===== config.mk =====
export PLATFORM = sky130hd
export DESIGN_NAME = c_selector_n_sync
export DESIGN_NICKNAME = d
export VERILOG_FILES = /design/src/rtl/cselector_pkg.sv /design/src/rtl/c_selector_n_sync_fifo.sv /design/src/rtl/c_selector_n_sync.sv
export SDC_FILE = /design/constraint.sdc
export NUM_CORES = 1
export LEC_CHECK = 0
export CORE_ASPECT_RATIO = 1.75
export CORE_MARGIN = 3
export CORE_UTILIZATION = 45
export CTS_CLUSTER_DIAMETER = 50
export CTS_CLUSTER_SIZE = 24
export DETAILED_ROUTE_END_ITERATION = 12
export GPL_TIMING_DRIVEN = 0
export MAX_ROUTING_LAYER = met4
export PLACE_DENSITY = 0.78
export RECOVER_POWER = 100
export SLEW_MARGIN = 20
export SYNTH_ARGS = -nofsm -noshare
export SYNTH_HDL_FRONTEND = slang
export SYNTH_SLANG_ARGS = --single-unit

===== constraint.sdc =====
create_clock -name clk -period 2.35 [get_ports clk]
set_input_delay 0.705 -clock clk [delete_from_list [all_inputs] [get_ports clk]]
set_output_delay 0.705 -clock clk [all_outputs]
set_load 0.05 [all_outputs]

===== src/rtl/cselector_pkg.sv =====
// Shared definitions for the clocked N-way token selector: select legality
// check, occupancy width and the token layout for the default configuration.
package cselector_pkg;

   localparam int MAX_PORTS  = 16;
   localparam int DEF_PORTS  = 4;
   localparam int DEF_WIDTH  = 32;
   localparam int DEF_DEPTH  = 4;
   localparam int CNT_W      = $clog2(DEF_DEPTH + 1);

   typedef struct packed {
      logic [DEF_PORTS-1:0] sel;
      logic [DEF_WIDTH-1:0] data;
   } token_t;

   // Masks narrower than MAX_PORTS are zero-extended by the caller.
   function automatic logic onehot_check(input logic [MAX_PORTS-1:0] mask);
      return (mask != '0) && ((mask & (mask - 1'b1)) == '0);
   endfunction

endpackage


===== src/rtl/c_selector_n_sync_fifo.sv =====
// Token storage for c_selector_n_sync: DEPTH-entry circular buffer holding
// {sel, data}, with head presented combinationally from the read pointer.
module c_sel_fifo
   import cselector_pkg::*;
#(
   parameter int NUM_PORTS  = 4,
   parameter int DATA_WIDTH = 32,
   parameter int DEPTH      = 4
) (
   input  logic                         clk,
   input  logic                         rst,
   input  logic                         push,
   input  logic [NUM_PORTS-1:0]         pushSel,
   input  logic [DATA_WIDTH-1:0]        pushData,
   input  logic                         pop,
   output logic [NUM_PORTS-1:0]         headSel,
   output logic [DATA_WIDTH-1:0]        headData,
   output logic [$clog2(DEPTH+1)-1:0]   count,
   output logic                         full,
   output logic                         empty
);

   localparam int PTR_W  = $clog2(DEPTH);
   localparam int FCNT_W = $clog2(DEPTH + 1);

   typedef struct packed {
      logic [NUM_PORTS-1:0]  sel;
      logic [DATA_WIDTH-1:0] data;
   } entry_t;

   entry_t             mem [DEPTH];
   logic [PTR_W-1:0]   wrPtr;
   logic [PTR_W-1:0]   rdPtr;
   logic [FCNT_W-1:0]  countNext;
   logic               doPush;
   logic               doPop;
   entry_t             headEntry;
   entry_t             pushEntry;

   assign full   = (count == FCNT_W'(DEPTH));
   assign empty  = (count == '0);
   assign doPush = push & ~full;
   assign doPop  = pop & ~empty;

   assign pushEntry = '{sel: pushSel, data: pushData};
   assign headEntry = mem[rdPtr];
   assign headSel   = headEntry.sel;
   assign headData  = headEntry.data;

   always_comb begin
      countNext = count;
      case ({doPush, doPop})
         2'b10:   countNext = count + 1'b1;
         2'b01:   countNext = count - 1'b1;
         default: countNext = count;
      endcase
   end

   // Pointers wrap for free because DEPTH is a power of two.
   always_ff @(posedge clk or posedge rst) begin
      if (rst) begin
         wrPtr <= '0;
         rdPtr <= '0;
         count <= '0;
      end else begin
         if (doPush) wrPtr <= wrPtr + 1'b1;
         if (doPop)  rdPtr <= rdPtr + 1'b1;
         count <= countNext;
      end
   end

   // Storage carries no reset so it maps onto plain RAM/LUTRAM.
   always_ff @(posedge clk) begin
      if (doPush) mem[wrPtr] <= pushEntry;
   end

endmodule


===== src/rtl/c_selector_n_sync.sv =====
// Clocked N-way token selector: buffers {select, data} tokens and steers the
// head to its selected port(s). Optional macro CSELECTOR_MULTICAST_EN enables multicast.
module c_selector_n_sync
   import cselector_pkg::*;
#(
   parameter int NUM_PORTS  = 4,
   parameter int DATA_WIDTH = 32,
   parameter int DEPTH      = 4
) (
   input  logic                         clk,
   input  logic                         rst,
   input  logic                         i_drive,
   input  logic [NUM_PORTS-1:0]         i_select,
   input  logic [DATA_WIDTH-1:0]        i_data,
   output logic                         o_free,
   output logic [NUM_PORTS-1:0]         o_driveNext,
   input  logic [NUM_PORTS-1:0]         i_freeNext,
   output logic [DATA_WIDTH-1:0]        o_data,
   output logic [$clog2(DEPTH+1)-1:0]   o_count,
   output logic                         o_err
);

   logic [NUM_PORTS-1:0]       headSel;
   logic [DATA_WIDTH-1:0]      headData;
   logic [$clog2(DEPTH+1)-1:0] count;
   logic                       full;
   logic                       empty;
   logic [NUM_PORTS-1:0]       doneMask;
   logic [NUM_PORTS-1:0]       driveNext;
   logic [NUM_PORTS-1:0]       accepts;
   logic [MAX_PORTS-1:0]       selWide;
   logic                       legal;
   logic                       accept;
   logic                       push;
   logic                       pop;
   logic                       errReg;
   logic [DATA_WIDTH-1:0]      dataHold;

   always_comb begin
      selWide = '0;
      selWide[NUM_PORTS-1:0] = i_select;
   end

`ifdef CSELECTOR_MULTICAST_EN
   assign legal = |i_select;
`else
   assign legal = onehot_check(selWide);
`endif

   // Illegal tokens are still consumed so the producer never stalls on them.
   assign accept = i_drive & o_free;
   assign push   = accept & legal;

   c_sel_fifo #(
      .NUM_PORTS  (NUM_PORTS),
      .DATA_WIDTH (DATA_WIDTH),
      .DEPTH      (DEPTH)
   ) u_fifo (
      .clk      (clk),
      .rst      (rst),
      .push     (push),
      .pushSel  (i_select),
      .pushData (i_data),
      .pop      (pop),
      .headSel  (headSel),
      .headData (headData),
      .count    (count),
      .full     (full),
      .empty    (empty)
   );

   genvar gi;
   generate
      for (gi = 0; gi < NUM_PORTS; gi++) begin : g_port
         assign driveNext[gi] = ~empty & headSel[gi] & ~doneMask[gi];
         assign accepts[gi]   = driveNext[gi] & i_freeNext[gi];
      end
   endgenerate

`ifdef CSELECTOR_MULTICAST_EN
   // Head leaves only once every selected port has taken it, in any order.
   assign pop = ~empty & (((doneMask | accepts) & headSel) == headSel);

   always_ff @(posedge clk or posedge rst) begin
      if (rst)      doneMask <= '0;
      else if (pop) doneMask <= '0;
      else          doneMask <= doneMask | accepts;
   end
`else
   assign doneMask = '0;
   assign pop      = |accepts;
`endif

   always_ff @(posedge clk or posedge rst) begin
      if (rst) begin
         errReg   <= 1'b0;
         dataHold <= '0;
      end else begin
         errReg <= accept & ~legal;
         if (!empty) dataHold <= headData;
      end
   end

   assign o_free      = ~full;
   assign o_driveNext = driveNext;
   assign o_data      = empty ? dataHold : headData;
   assign o_count     = count;
   assign o_err       = errReg;

endmodule


* After elaboration in Yosys (flattened, before gate mapping) *
Memories as Yosys holds them, arrays and structs flattened.
Index checks and enable logic that the tools add are counted.

operators by class
  bitwise gates (word level) = 17
  reduce and logical (&&, ||, !) cells = 6
  mux-type cells = 4
  equality and inequality tests = 3
  $add $sub $neg = 5

operators with widths
  operator                                                               count
  32-bit two-way mux                                                     1
  4-bit by 16-bit AND with 16-bit output                                 1
  16-bit logical NOT                                                     1
  16-bit nonzero test                                                    1
  1-bit AND                                                              13
  3-bit one-hot mux with 2 select lines                                  1
  4-bit by 1-bit subtractor with 5-bit output, second input constant     1
  2-bit by 1-bit adder with 2-bit output, second input constant          2
  4-bit OR reduction                                                     1
  3-bit by 1-bit adder with 3-bit output, second input constant          1
  3-bit equality test, second input constant                             1
  3-bit logical NOT                                                      1
  1-bit NOT                                                              3
  3-bit by 1-bit subtractor with 3-bit output, second input constant     1
  2-bit by 1-bit equality test with 1-bit output, second input constant  1
  2-bit equality test, second input constant                             1
  1-bit two-way mux                                                      2
  2-bit nonzero test                                                     1
  1-bit logical AND                                                      1

storage, ports and cells
  bits in registers = 40
  RAM bits = 144
  bits of input ports = 43
  logic and storage cells = 41
  memories kept = 1
  output and inout port bits = 41

memories
  memory      words  width  rd ports  clocked after Yosys merged registers in  wr ports  line                          RTL
  u_fifo.mem  4      36     1         0                                        1         c_selector_n_sync_fifo.sv:31  entry_t mem [DEPTH];

* Depth between registers and ports, before layout *
Gate-level depths: netlist of run 1.

  depth after elaboration = 8
  depth in mapped cells = 11
  mapped depth without buffers = 11

* Cells and area by module *
Synthesis of run 1 repeated with hierarchy kept, for this count alone.

second synthesis, totals
  cells, all modules = 312
  area total of the unflattened synthesis = 7080.5 um^2

modules (own cells, without submodules)
  module             area an instance (um^2)  seq. area each (um^2)  times used  cells an instance
  c_sel_fifo         5639.2                   4499.3                 1           226
  c_selector_n_sync  1441.4                   825.8                  1           86

* Least setup slack after synthesis of run 1 *
Ideal clock, no wire load.

  kind = register to register
  from = reg u_fifo.count[1]
  to = mem u_fifo.mem[0][0] in the netlist's numbering (enable)
  data required time = 1953 ps
  setup time = 397 ps
  stages on the path, launching flop included = 6
  buffers on the path = 0
  arrival time = 2610 ps
  path slack = -656 ps
  period minus slack after synthesis = 3006 ps
  cells stage by stage = dfrtp_1 > inv_1 > nand3_1 > nand2_1 > and2b_2 > and2_1

between the ends
  word-level cells in the longest chain between the ends = 7

ends and longest elaborated chain
  what                                         line                          RTL
  start: declaration                           c_selector_n_sync_fifo.sv:18  output logic [$clog2(DEPTH+1)-1:0] count,
  start signal: assignment                     c_selector_n_sync_fifo.sv:68  count <= countNext;
  3-bit equality test (*)                      c_selector_n_sync_fifo.sv:40  assign full = (count == FCNT_W'(DEPTH));
  1-bit NOT (*)                                c_selector_n_sync.sv:104      assign o_free = ~full;
  net o_free                                   c_selector_n_sync.sv:15       output logic o_free,
  1-bit AND                                    c_selector_n_sync.sv:51       assign accept = i_drive & o_free;
  1-bit AND                                    c_selector_n_sync.sv:52       assign push = accept & legal;
  1-bit AND (*)                                c_selector_n_sync_fifo.sv:42  assign doPush = push & ~full;
  1-bit two-way mux (*)                        c_selector_n_sync_fifo.sv:74  if (doPush) mem[wrPtr] <= pushEntry;
  1-bit two-way mux (not written as such) (*)  c_selector_n_sync_fifo.sv:74
  end: declaration                             c_selector_n_sync_fifo.sv:31

Mark *: on every way through the listed nets, which the timed path passes. The rest lies on a longest branch.

* Worst setup path after layout of run 1 *
  from = reg u_fifo.rdPtr[0]
  to = out o_data[6]

between the ends
  word-level cells in the longest chain between the ends = 2

ends and longest elaborated chain
  what                      line                          RTL
  start: declaration        c_selector_n_sync_fifo.sv:33  logic [PTR_W-1:0] rdPtr;
  start signal: assignment  c_selector_n_sync_fifo.sv:67  if (doPop) rdPtr <= rdPtr + 1'b1;
  memory 4 x 36 bit         --
  32-bit two-way mux        c_selector_n_sync.sv:106      assign o_data = empty ? dataHold : headData;
  end: declaration          c_selector_n_sync.sv:18       output logic [DATA_WIDTH-1:0] o_data,

Every way passes these cells.

==> flow_metrics.env, run 1 <==
export IMPL_synthDistinctLibCells=30
export IMPL_dr_total_vias=3474
export IMPL_critical_path_launch_point_type="register"
export IMPL_grt_use_total_pct=17.84
export IMPL_mostFrequentLayoutCell="sky130_fd_sc_hd__edfxtp_1"
export IMPL_startpoint="u_fifo.rdPtr[0]$_DFFE_PP0P_"
export IMPL_layout_drive_gt1_share_pct=44.21
export IMPL_final_cell_area_um2=9335
export IMPL_p_per_area_nw_per_um2=1479
export IMPL_leakage_nw=3.425
export IMPL_viasPerCell=5.345
export IMPL_synthesis_yosys_warnings=0
export IMPL_io_pin_count=84
export IMPL_violations="negative setup slack"
export IMPL_critical_path_peak_fanout=9
export IMPL_finalSetupTns_ps=-12610
export IMPL_timing_clock_skew_ps=15.90
export IMPL_num_nets_final=502
export IMPL_ys_seq_area_share_pct=76.22
export IMPL_internal_power_mw=8.754
export IMPL_grt_pass1_vias=3864
export IMPL_p_switching_mw=5.055
export IMPL_hold_path_class="register to register"
export IMPL_tritonroute_pass_1_iters=4
export IMPL_ctsLongestPathBuffers=2
export IMPL_drv_max_cap_violation_count=0
export IMPL_report_final_slew_viol_count=0
export IMPL_standard_cell_area_after_detailed_placement_um2=8174
export IMPL_hold_path_startpoint="dataHold[21]$_DFF_PP0_"
export IMPL_layout_min_cycle_time_ps=2745
export IMPL_p_seq_share_pct=30.7
export IMPL_max_clk_rate_ghz=0.3643
export IMPL_setup_reg_to_reg_worst_slack_ps=-130
export IMPL_finalWirelength_mm=14.15
export IMPL_site_rows=59
export IMPL_synth_net_count=367
export IMPL_syn_mean_instance_area_um2=21.97
export IMPL_number_of_antenna_violations_at_the_first_check_in_global_routing=1
export IMPL_grt_max_degree=25
export IMPL_dp_final_hpwl_mm=8.304
export IMPL_rsz0062_at_grt="yes"
export IMPL_finalSetupViolCount=37
export IMPL_clk_insertion_delay_late_ps=430
export IMPL_floorplan_core_area_um2=15060
export IMPL_global_route_wire_length_before_repair_mm=21.65
export IMPL_synthToLayoutAreaGrowth_pct=33.61
export IMPL_portBuffers=83
export IMPL_cp_data_required_time_ps=1640
export IMPL_drc=0
export IMPL_final_weighted_congestion_in_routability_driven_placement=0.7525
export IMPL_irDropWorstVdd_mv=1.019
export IMPL_fp_dieW_um=100.2
export IMPL_whs_ps=508.3
export IMPL_syn_area_um2=6987
export IMPL_tritoncts="yes"
export IMPL_ant_nets=0
export IMPL_status="finished with violations"
export IMPL_cp_end_kind="output port"
export IMPL_clk_root_buffer_cell="sky130_fd_sc_hd__clkbuf_16"
export IMPL_finalHoldViolations=0
export IMPL_die_y_um=170.8
export IMPL_die_area_um2=17120
export IMPL_clk_pin_slew_worst_paths_ps=60
export IMPL_worst_slew_pin_slew_ps=787.2
export IMPL_max_slew_margin_pct=47.47
export IMPL_clock_sink_count=184
export IMPL_clock_power_share_pct=21.6
export IMPL_initial_core_util_pct=46.39
export IMPL_most_common_layout_cells="sky130_fd_sc_hd__edfxtp_1, sky130_fd_sc_hd__buf_6, sky130_fd_sc_hd__dfrtp_1"
export IMPL_synthCells=318
export IMPL_detail_route_wl_per_cell_um=21.77
export IMPL_share_comb_of_total_power_pct=47.7
export IMPL_ctsHtreeMaxLevel=4
export IMPL_worst_endpoint_arrival_ps=2040
export IMPL_final_period_utilization_pct=116.8
export IMPL_crit_reg2reg_launch="u_fifo.rdPtr[0]$_DFFE_PP0P_"
export IMPL_overflow=0
export IMPL_swShare_pct=36.61
export IMPL_post_route_worst_setup_slack_ps=-394.8
export IMPL_yosys_register_bits=184
export IMPL_cts_buffers_inserted=17
export IMPL_worstSetupPathType="register to output port"
export IMPL_first_iter_violations=143
[metrics by stage]
stage / power [mW] / setup slack [ps] / utilization [%] / std cells
floorplan: 8.366 / -91.06 / - / 318
global placement: 9.777 / -1053 / 54.15 / 584
detailed placement: 9.929 / -1114 / 54.28 / 585
CTS: 13.69 / -449.4 / 61.32 / 645
global route: 14.34 / -472.1 / 61.99 / 650
finish: 13.81 / -394.8 / 61.99 / 650
[routing by layer]
layer | part of all wire [%] | track usage (%)
met1 | 37 | 19.69
met2 | 57 | 31.98
met3 | 3.1 | 3.427
met4 | 2.2 | 6.041
met5 | 0 | -
[flip-flops by register name, indices dropped and copies added (netlist names)]
register,count
dataHold,32
u_fifo.rdPtr,2
u_fifo.count,3
o_err,1
u_fifo.wrPtr,2
u_fifo.mem,144
[cell usage after synthesis]
cell	instances	area, µm²
sky130_fd_sc_hd__nor2b_1	3	18.77
sky130_fd_sc_hd__nand2_1	4	15.01
sky130_fd_sc_hd__mux2i_1	3	30.03
sky130_fd_sc_hd__nor2_1	4	15.01
sky130_fd_sc_hd__or4b_1	1	10.01
sky130_fd_sc_hd__mux4_2	34	765.7
sky130_fd_sc_hd__nand2_2	2	12.51
sky130_fd_sc_hd__and2b_2	1	8.760
sky130_fd_sc_hd__inv_1	7	26.28
sky130_fd_sc_hd__xor2_1	4	35.03
sky130_fd_sc_hd__ha_1	5	62.56
sky130_fd_sc_hd__and2_1	4	25.02
sky130_fd_sc_hd__buf_4	1	7.510
sky130_fd_sc_hd__and2b_1	1	7.510
sky130_fd_sc_hd__mux2_1	1	11.26
sky130_fd_sc_hd__nor3_4	1	16.27
sky130_fd_sc_hd__clkbuf_1	1	3.750
sky130_fd_sc_hd__dfrtp_1	40	1001
sky130_fd_sc_hd__mux2_2	34	382.9
sky130_fd_sc_hd__nand3_1	1	5.000
sky130_fd_sc_hd__buf_6	5	56.30
sky130_fd_sc_hd__a41oi_4	1	27.53
sky130_fd_sc_hd__o21ai_1	1	5.000
sky130_fd_sc_hd__fa_1	1	20.02
sky130_fd_sc_hd__xnor2_1	3	26.28
sky130_fd_sc_hd__a211oi_1	2	15.01
sky130_fd_sc_hd__edfxtp_1	144	4324
sky130_fd_sc_hd__a2bb2oi_1	2	17.52
sky130_fd_sc_hd__o21ai_0	2	10.01
sky130_fd_sc_hd__buf_2	5	25.02
[power by group through the flow]
stage | clock, mW | combinational [mW] | sequential [mW]
4_1_cts | 3.05 | 6.40 | 4.24
6_report | 2.99 | 6.59 | 4.24
5_1_grt | 3.16 | 6.89 | 4.28
2_1_floorplan | 0 | 4.00 | 4.37
3_3_place_gp | 0 | 5.49 | 4.29
3_5_place_dp | 0 | 5.60 | 4.33
[final timing paths]
kind                                                to  cells after the start
setup / recovery                             o_data[6]                      5
hold / removal                  dataHold[21]$_DFF_PP0_                      1
setup reg to reg           u_fifo.count[2]$_DFFE_PP0P_                     12
hold reg to reg                 dataHold[21]$_DFF_PP0_                      1
max in group asynchronous  u_fifo.count[1]$_DFFE_PP0P_                      3
min in group asynchronous       dataHold[12]$_DFF_PP0_                      2
[timing repair]
item	CTS	global route
hold buffers	0	0
buffers inserted	23	5
resized for setup	298	25
pin swaps	11	3
cloned	5	0
setup endpoints to repair	186	182
[cell type report]
cell class                      instances  area, µm²
Clock inverter                         15      203.9
Antenna cell                            1      2.502
Multi-Input combinational cell        119       1794
Fill cell                            1059       5724
Tap cell                              183      229.0
Inverter                                7      26.28
Buffer                                 12      173.9
Clock buffer                           17      425.4
Sequential cell                       184       5329
Timing Repair Buffer                  112       1151
[worst max-delay path, cell delays in order, from the launching register on]
cell and delay (ps):
sky130_fd_sc_hd__dfrtp_1 340, sky130_fd_sc_hd__buf_6 150, sky130_fd_sc_hd__buf_12 150, sky130_fd_sc_hd__mux4_2 500, sky130_fd_sc_hd__mux2_4 310, sky130_fd_sc_hd__buf_6 160
[logic make-up (layout without fill, tap and decap cells)]
family | count (synthesis) | after routing | share of synthesized area (%)
xor gates and xnor gates | 7 | 7 | 0.8775
AOI/OAI and AO/OA | 8 | 8 | 1.074
muxes | 72 | 72 | 17.03
buffers and inverters | 19 | 163 | 1.701
DFF | 184 | 184 | 76.22
and+or+nand+nor | 22 | 26 | 1.916
adders and majority gates | 6 | 6 | 1.182
other | 0 | 1 | 0
(Power assumes the default switching activity.)
==> inputs of run 2 (changes only) <==
- GPL_TIMING_DRIVEN: 0 -> 1
==> flow_metrics.env, run 2 (synthesis gave the netlist of run 1 again) <==
export IMPL_startpoint="u_fifo.rdPtr[0]$_DFFE_PP0P_"
export IMPL_overflow=0
export IMPL_max_slew_margin_pct=60.10
export IMPL_top_register="u_fifo.mem"
export IMPL_slowest_stage="sky130_fd_sc_hd__mux4_2"
export IMPL_drc=0
export IMPL_critical_path_depth=5
export IMPL_tritonroute_pass_1_iters=4
export IMPL_site_rows=59
export IMPL_p_switching_mw=5.112
export IMPL_layout_min_cycle_time_ps=2828
export IMPL_post_route_worst_setup_slack_ps=-477.9
export IMPL_fp_dieW_um=100.2
export IMPL_ctsHtreeMaxLevel=4
export IMPL_worst_slew_pin_slew_ps=598.5
export IMPL_leakage_nw=3.513
export IMPL_p_per_area_nw_per_um2=1462
export IMPL_viasPerCell=5.412
export IMPL_final_weighted_congestion_in_routability_driven_placement=0.7384
export IMPL_clock_power_share_pct=19.7
export IMPL_critPathBufInv=3
export IMPL_finalWirelength_mm=14.77
export IMPL_cts_buffers_inserted=17
export IMPL_biggestRegsByFlops="u_fifo.mem (144), dataHold (32), u_fifo.count (3)"
export IMPL_totalPowerFinal_mw=13.93
export IMPL_grt_max_degree=26
export IMPL_critical_path_peak_fanout=7
export IMPL_crit_reg2reg_launch="u_fifo.rdPtr[0]$_DFFE_PP0P_"
export IMPL_timing_critical_path_to="o_data[10]"
export IMPL_largest_reg_flops=144
export IMPL_dr_total_vias=3588
export IMPL_most_common_layout_cells="sky130_fd_sc_hd__edfxtp_1, sky130_fd_sc_hd__dfrtp_1, sky130_fd_sc_hd__mux4_2"
export IMPL_ctsLongestPathBuffers=2
export IMPL_clk_root_buffer_cell="sky130_fd_sc_hd__clkbuf_16"
export IMPL_initial_core_util_pct=46.39
export IMPL_synthToLayoutAreaGrowth_pct=36.37
export IMPL_fillerInstances=1011
export IMPL_die_y_um=170.8
export IMPL_clk_pin_slew_worst_paths_ps=70
export IMPL_tritoncts="yes"
export IMPL_clock_sink_count=184
export IMPL_io_pin_count=84
export IMPL_irDropWorstVdd_mv=1.130
export IMPL_finalSetupViolCount=38
export IMPL_final_cell_area_um2=9528
export IMPL_num_nets_final=515
export IMPL_cp_data_required_time_ps=1640
export IMPL_cp_end_kind="output port"
export IMPL_grt_use_total_pct=18.04
export IMPL_share_comb_of_total_power_pct=49.5
export IMPL_multi_input_comb_area_um2=1750
export IMPL_internal_power_mw=8.820
export IMPL_worst_endpoint_arrival_ps=2120
export IMPL_floorplan_core_area_um2=15060
export IMPL_dp_final_hpwl_mm=9.080
export IMPL_detail_route_wl_per_cell_um=22.28
export IMPL_rsz0062_at_grt="yes"
export IMPL_layout_drive_gt1_share_pct=44.68
export IMPL_portBuffers=83
export IMPL_mostFrequentLayoutCell="sky130_fd_sc_hd__edfxtp_1"
export IMPL_drv_max_cap_violation_count=0
export IMPL_violations="negative setup slack"
export IMPL_clk_insertion_delay_late_ps=420
export IMPL_finalHoldViolations=0
export IMPL_setup_reg_to_reg_worst_slack_ps=-230
export IMPL_global_route_wire_length_before_repair_mm=21.98
export IMPL_status="finished with violations"
export IMPL_max_clk_rate_ghz=0.3536
export IMPL_cp_slowest_stage_delay_ps=550
export IMPL_critPathMostFrequentCell="sky130_fd_sc_hd__buf_12"
export IMPL_critPathTopFamily="multiplexers"
export IMPL_die_area_um2=17120
export IMPL_reg2reg_to="u_fifo.count[2]$_DFFE_PP0P_"
export IMPL_grt_pass1_vias=3891
export IMPL_regArea_um2=5331
export IMPL_worstPathCellList="buf_12 -> buf_12 -> mux4_2 -> mux2_4 -> buf_6"
export IMPL_ant_nets=0
export IMPL_worst_r2r_path_depth=13
export IMPL_first_iter_violations=197
export IMPL_standard_cell_area_after_detailed_placement_um2=8373
export IMPL_swShare_pct=36.69
export IMPL_p_seq_share_pct=30.8
export IMPL_critical_path_launch_point_type="register"
export IMPL_worstSetupPathType="register to output port"
export IMPL_final_period_utilization_pct=120.3
export IMPL_number_of_antenna_violations_at_the_first_check_in_global_routing=1
export IMPL_timing_clock_skew_ps=9.299
export IMPL_hold_path_class="register to register"
export IMPL_report_final_slew_viol_count=0
## run 2: how the worst min path moves through the flow
stage                     depth (start not counted)                          end                        start  slack [ps]
final                                             1       dataHold[16]$_DFF_PP0_       dataHold[16]$_DFF_PP0_         500
after global routing                              1        dataHold[3]$_DFF_PP0_        dataHold[3]$_DFF_PP0_         510
after CTS                                         1       dataHold[16]$_DFF_PP0_       dataHold[16]$_DFF_PP0_         500
after detailed placement                          1       dataHold[15]$_DFF_PP0_       dataHold[15]$_DFF_PP0_         480
after global placement                            1        dataHold[2]$_DFF_PP0_        dataHold[2]$_DFF_PP0_         480
after floorplan                                   1  u_fifo.wrPtr[1]$_DFFE_PP0P_  u_fifo.wrPtr[1]$_DFFE_PP0P_         510
## run 2: per-layer routing
metal / vias to the layer above / GRT usage (%) / part of all wire [%]
met5: - / - / 0
li1: 1568 / - / -
met4: 0 / 7.038 / 2.5
met2: 111 / 31.40 / 57
met1: 1887 / 20.36 / 36
met3: 22 / 3.509 / 3.8
## run 2: what timing repair did
| action | in CTS | in global routing |
|---|---|---|
| buffers inserted | 13 | 13 |
| hold endpoints to repair | 0 | 0 |
| cloned | 5 | 0 |
| hold buffers | 0 | 0 |
| endpoints found under the setup margin | 185 | 176 |
| gates resized for setup | 70 | 20 |
| pin swaps | 9 | 3 |
## run 2: final cells by class
cell class                 instances  share of cell area (%)
clock buffer                      18                   4.504
inverter                           7                  0.2758
sequential                       184                   55.96
antenna                            1                 0.02626
timing repair buffer             141                   17.01
clock inverter                    14                   1.458
tap                              183                   2.403
multi-input combinational        115                   18.37
## run 2: metrics by stage
step / std cells / hold slack [ps] / setup TNS [ps] / util (%) / setup slack [ps]
6_report: 663 / 498.3 / -15140 / 63.27 / -477.9
2_1_floorplan: 318 / 511.6 / -14080 / - / -91.06
3_5_place_dp: 602 / 481.8 / -73070 / 55.60 / -581.7
5_1_grt: 663 / 512.4 / -17590 / 63.27 / -532.8
4_1_cts: 651 / 500.6 / -15440 / 62.64 / -482.1
3_3_place_gp: 602 / 478.5 / -64850 / 55.60 / -545.2
## run 2: power groups by stage
stage	logic (mW)	clock network, mW	registers [mW]
2_1_floorplan	4.00	0	4.37
3_3_place_gp	5.55	0	4.32
3_5_place_dp	5.66	0	4.36
4_1_cts	6.69	2.76	4.30
5_1_grt	7.20	2.93	4.35
6_report	6.90	2.74	4.30
